<file path="src/rtl/sat_counter.sv">
// Saturating up-counter with synchronous clear; clr has priority over inc.
module sat_counter #(
  parameter int unsigned W = 8
) (
  input  logic         clk,
  input  logic         reset,
  input  logic         clr,
  input  logic         inc,
  output logic [W-1:0] cnt,
  output logic         at_max
);

  assign at_max = &cnt;

  // NOTE: sequential state uses non-blocking assignments so every flop samples pre-edge values.
  always_ff @(posedge clk or negedge reset) begin
    if (!reset) begin
      cnt <= '0;
    end else if (clr) begin
      cnt <= '0;
    end else if (inc && !at_max) begin
      cnt <= cnt + 1'b1;
    end
  end

endmodule

</file>
<file path="config.mk">
export PLATFORM = sky130hd
export DESIGN_NAME = sat_counter
export DESIGN_NICKNAME = d
export VERILOG_FILES = /design/src/rtl/sat_counter.sv
export SDC_FILE = /design/constraint.sdc
export NUM_CORES = 1
export LEC_CHECK = 0
export BUFFER_PORTS_ARGS = -buffer_cell sky130_fd_sc_hd__buf_2
export CAP_MARGIN = 5
export CORE_AREA = 2 2 39 41
export DETAILED_ROUTE_END_ITERATION = 8
export DIE_AREA = 0 0 41 43
export PLACE_DENSITY = 0.56
export SYNTH_ARGS = -nofsm -noshare
export SYNTH_HDL_FRONTEND = slang
export SYNTH_SLANG_ARGS = --single-unit
</file>
<file path="constraint.sdc">
create_clock -name clk -period 3.42 [get_ports clk]
set_input_delay 0.171 -clock clk [delete_from_list [all_inputs] [get_ports clk]]
set_output_delay 0.171 -clock clk [all_outputs]
set_load 0.1 [all_outputs]
</file>
Word level (Yosys, flattened, before mapping)
Cells that the tools add are included.
{ "classes": {"add_sub_neg": 1, "n_mux": 2, "n_reduce_logical": 4} }
{ "op_table": {"columns": ["cell", "count"], "rows": [
  ["8-bit two-way mux", 2],
  ["8-bit by 1-bit adder with 8-bit output, second input constant", 1],
  ["8-bit AND reduction", 1],
  ["2-bit nonzero test", 1],
  ["1-bit logical AND", 1],
  ["1-bit logical NOT", 1]
]} }
{ "totals": {"out_inout_bits": 9, "ff_bits": 8, "in_bits": 4, "elab_cells": 8} }

Logic depth before layout (Yosys ltp)
{ "logic_depth": {"depth_word": 5, "ltp_mapped": 4, "ltp_nobuf": 4} }

Least setup slack after synthesis
OpenSTA, ideal clock, no wires.
{ "synth_path": {"kind": "reg-to-output", "startpoint": "register cnt[0]", "endpoint": "output port at_max", "path_buffers": 0, "path_stages_with_launch": 5, "path_slack_ns": 1.014, "arrival_time_ns": 2.235, "required_time_ns": 3.249, "cell_sequence": "dfrtp_1 -> ha_1 -> and4_4 -> nand2_1 -> inv_1"} }
{ "synth_via": {"elab_chain_len": 1} }
{ "synth_rtl": {"columns": ["item", "line_no", "text"], "rows": [
  ["start: declaration", "9", "output logic [W-1:0] cnt,"],
  ["start signal: assignment", "22", "cnt <= cnt + 1'b1;"],
  ["8-bit AND reduction", "13", "assign at_max = &cnt;"],
  ["end: declaration", "10", "output logic at_max"]
]} }
Every way passes these cells.

Worst setup path in the final report
Ends and elaborated chain as after synthesis.

==> flow_summary_export.csv <==
group,metric,value,unit
setup_path,end_kind,"output port",
synth,netlist.area_leader.share,42.1,%
power_and_ir_drop,power_density,364,nW/µm²
synth,synth_ff_type,"dfrtp_1",
sta,fin_tns_setup,0,ns
setup_path,crit_type,"reg -> out",
clock_network,cts_root_buf,"clkbuf_4",
setup_path,cpPeakStageDelay,0.42,ns
clock_network,cts.sinks,8,
synth,yosys-top-cells-area,"dfrtp_1, a21oi_1, a21boi_4",
clock_network,tritoncts,"done",
sta,clock_skew,0.00454,ns
cells_and_area,top_regs,"cnt: 8 flops",
clock_network,postCtsSetupBuffers,0,
drt,routedWlPerCell,13.3,µm
sta,fin_crit_sh,56.2,%
die,core.rowCount,14,
sta,setup_violations,0,
setup_path,cp.buffers_inverters,2,
grt,antenna_found_initial,0,
cells_and_area,area_growth,19.7,%
setup_path,cp_max_fo,6,
clock_network,cts_buffers,3,
sta,worstMarginPinSlew,0.485,ns
die,top_level_ports,13,
place,place_congestion,0.698,
setup_path,crit_chain,"ha_1 > and4_4 > nand2_1 > inv_1 > buf_2",
drt,wl,999,µm
sta,fin_crit,1.92,ns
cells_and_area,layout-drive-gt1-share,35.6,%
die,die_w,41,µm
place,dp_cells,71,
die,dieArea,1760,µm²
cells_and_area,largest-register,"cnt",
sta,max_slew_margin,67.9,%
grt,grt_usage,13.7,%
drt,ant_nets,0,
synth,synth.most_common_cell,"dfrtp_1",
synth,postSynthAreaPerCell,10.6,µm²
sta,drv_slew,0,
synth,synth_cell_types,26,
synth,synth-seq-cells,8,
synth,synthArstFlopShare,100,%
place,dp_hpwl,727,µm
sta,final_hold_viol_count,0,
setup_path,crit_path_top_delay_cell,"dfrtp_1",
grt,overflow,0,
synth,yosysSeqAreaShare,42.1,%
drt,vias,413,
synth,synth_commonest_cells,"dfrtp_1, a21oi_1, nand4_1",
cells_and_area,fill_cells,143,
drt,vias_per_cell,5.51,
synth,syn_nets,50,
power_and_ir_drop,ir_worst_vdd,0.000195,V
die,die_h,43,µm
cells_and_area,final_cells,75,
clock_network,cts_resized,0,
drt,drc,0,
cells_and_area,largest_reg_flops,8,
power_and_ir_drop,leakagePower,0.000285,µW
flow_run,cap_viol_max_count,0,
die,coreArea,1380,µm²
clock_network,clkTransAtPathRegs,0.06,ns
setup_path,cp_top_family,"buffers and inverters",
synth,syn_area,475,µm²
cells_and_area,fin_nets,66,
setup_path,critPathArrivalTime,1.75,ns
die,initial_utilization,34.4,%
clock_network,cts_buffer_depth,2,
setup_path,cp.required,3.25,ns
hold_path,holdCritPathClass,"in -> reg",
grt,grt_pass1_vias,375,
setup_path,critPathLaunchType,"flop",
synth,yosysWarnings,0,
place,port_buffers,12,
synth,synth_edf_count,0,
clock_network,htree_levels,1,
drt,drt-pass1-iter-count,3,
synth,netlist_instances,45,
clock_network,clk_latency,0.25,ns
grt,grt_pass1_wl,1.56,mm
sta,rsz0062_at_grt,"false",
cells_and_area,antenna_cells,0,
grt,grt_start_max_net_pins,11,
sta,max_freq,520,MHz
run_status,outcome,"finished, final reports clean",
drt,first_iter_violations,3,
synth,yosysTopAreaCell,"dfrtp_1",
## through the flow
| stage | setup slack [ns] | utilization (%) | hold WS, ns | instance area [µm²] | total power (µW) |
|---|---|---|---|---|---|
| global placement | 1.78 | 38.8 | 0.0310 | 537 | 136 |
| finish | 1.50 | 41.1 | 0.204 | 569 | 207 |
| CTS | 1.48 | 41.1 | 0.193 | 569 | 211 |
| floorplan | 1.01 | - | -0.125 | 475 | 128 |
| detailed placement | 1.76 | 38.8 | 0.0295 | 537 | 136 |
| global route | 1.37 | 41.1 | 0.208 | 569 | 219 |
## cells in the final DEF (no fill, tap or decap)
| cell | Yosys | layout |
|---|---|---|
| nor4_1 | 1 | 1 |
| and4_4 | 1 | 1 |
| o31ai_1 | 1 | 1 |
| a31oi_1 | 2 | 2 |
| nand2b_1 | 2 | 2 |
| a21boi_4 | 1 | 1 |
| nor2_1 | 1 | 1 |
| dfrtp_1 | 8 | 8 |
| inv_1 | 2 | 2 |
| and2b_1 | 1 | 1 |
| ha_1 | 1 | 1 |
| dlygate4sd3_1 | 0 | 1 |
| nor3_1 | 2 | 2 |
| a211oi_1 | 2 | 2 |
| and3_4 | 1 | 1 |
| nand4b_1 | 1 | 1 |
| nand2_1 | 2 | 2 |
| clkbuf_4 | 0 | 3 |
| and4_2 | 1 | 1 |
| mux2i_1 | 1 | 1 |
| nand4_1 | 3 | 3 |
| o21bai_1 | 1 | 1 |
| and3_2 | 1 | 1 |
| mux2_4 | 1 | 1 |
| a21oi_1 | 5 | 5 |
| buf_2 | 0 | 12 |
| and4b_1 | 1 | 1 |
## worst paths after layout
kind	slack, ns	end	cells after the start	start
setup / recovery	1.50	at_max	5	cnt[0]$_DFFE_PN0P_
hold / removal	0.20	cnt[2]$_DFFE_PN0P_	2	clr
setup reg to reg	1.93	cnt[0]$_DFFE_PN0P_	4	cnt[0]$_DFFE_PN0P_
hold reg to reg	0.59	cnt[4]$_DFFE_PN0P_	1	cnt[4]$_DFFE_PN0P_
max in group asynchronous	2.96	cnt[6]$_DFFE_PN0P_	2	reset
min in group asynchronous	0.29	cnt[3]$_DFFE_PN0P_	2	reset
## logic make-up (layout without fill, tap and decap cells)
group                    Yosys count  count (layout)  synth area share (%)
flip-flops                         8               8                  42.1
AND/OR/NAND/NOR                   18              18                  26.3
buffers and inverters              4              18                  5.53
multiplexers                       2               2                  5.26
AO/OA/AOI/OAI                     12              12                  18.2
adder cells (fa/ha/maj)            1               1                  2.63
## area by class of cell
cell class	count	area [µm²]	share of cell area, %
inverter	2	7.51	1.32
tap	16	20.0	3.52
timing repair buffer	13	70.1	12.3
sequential	8	200	35.2
clock buffer	3	22.5	3.96
multi-input combinational	33	249	43.7
## report_power, final
| part | internal, µW | leakage, µW | switching, µW | total [µW] |
|---|---|---|---|---|
| Sequential | 97.0 | 0.000110 | 3.34 | 100 |
| Clock | 40.2 | 0.0000138 | 32.1 | 72.2 |
| Combinational | 9.29 | 0.000161 | 25.2 | 34.5 |
| Total | 146 | 0.000285 | 60.6 | 207 |
## worst reg2reg max path, stage by stage, from the launching register on
cell      delay, ns
dfrtp_1        0.43
ha_1           0.26
and4_4         0.21
a21boi_4       0.18
mux2_4         0.31
## layer usage
layer  wire [µm]  up-vias  GRT usage (%)
li1            -      203              -
met1         476      198           15.4
met2         466       12           20.3
met3          56        0           7.85
met4           0        0           6.00
met5           0        -              0
## what timing repair did
action / CTS / global route
hold endpoints to repair: 8 / 0
setup endpoints to repair: 0 / 0
hold buffers: 1 / 0
Note: power is estimated with default switching activity, not from simulation.
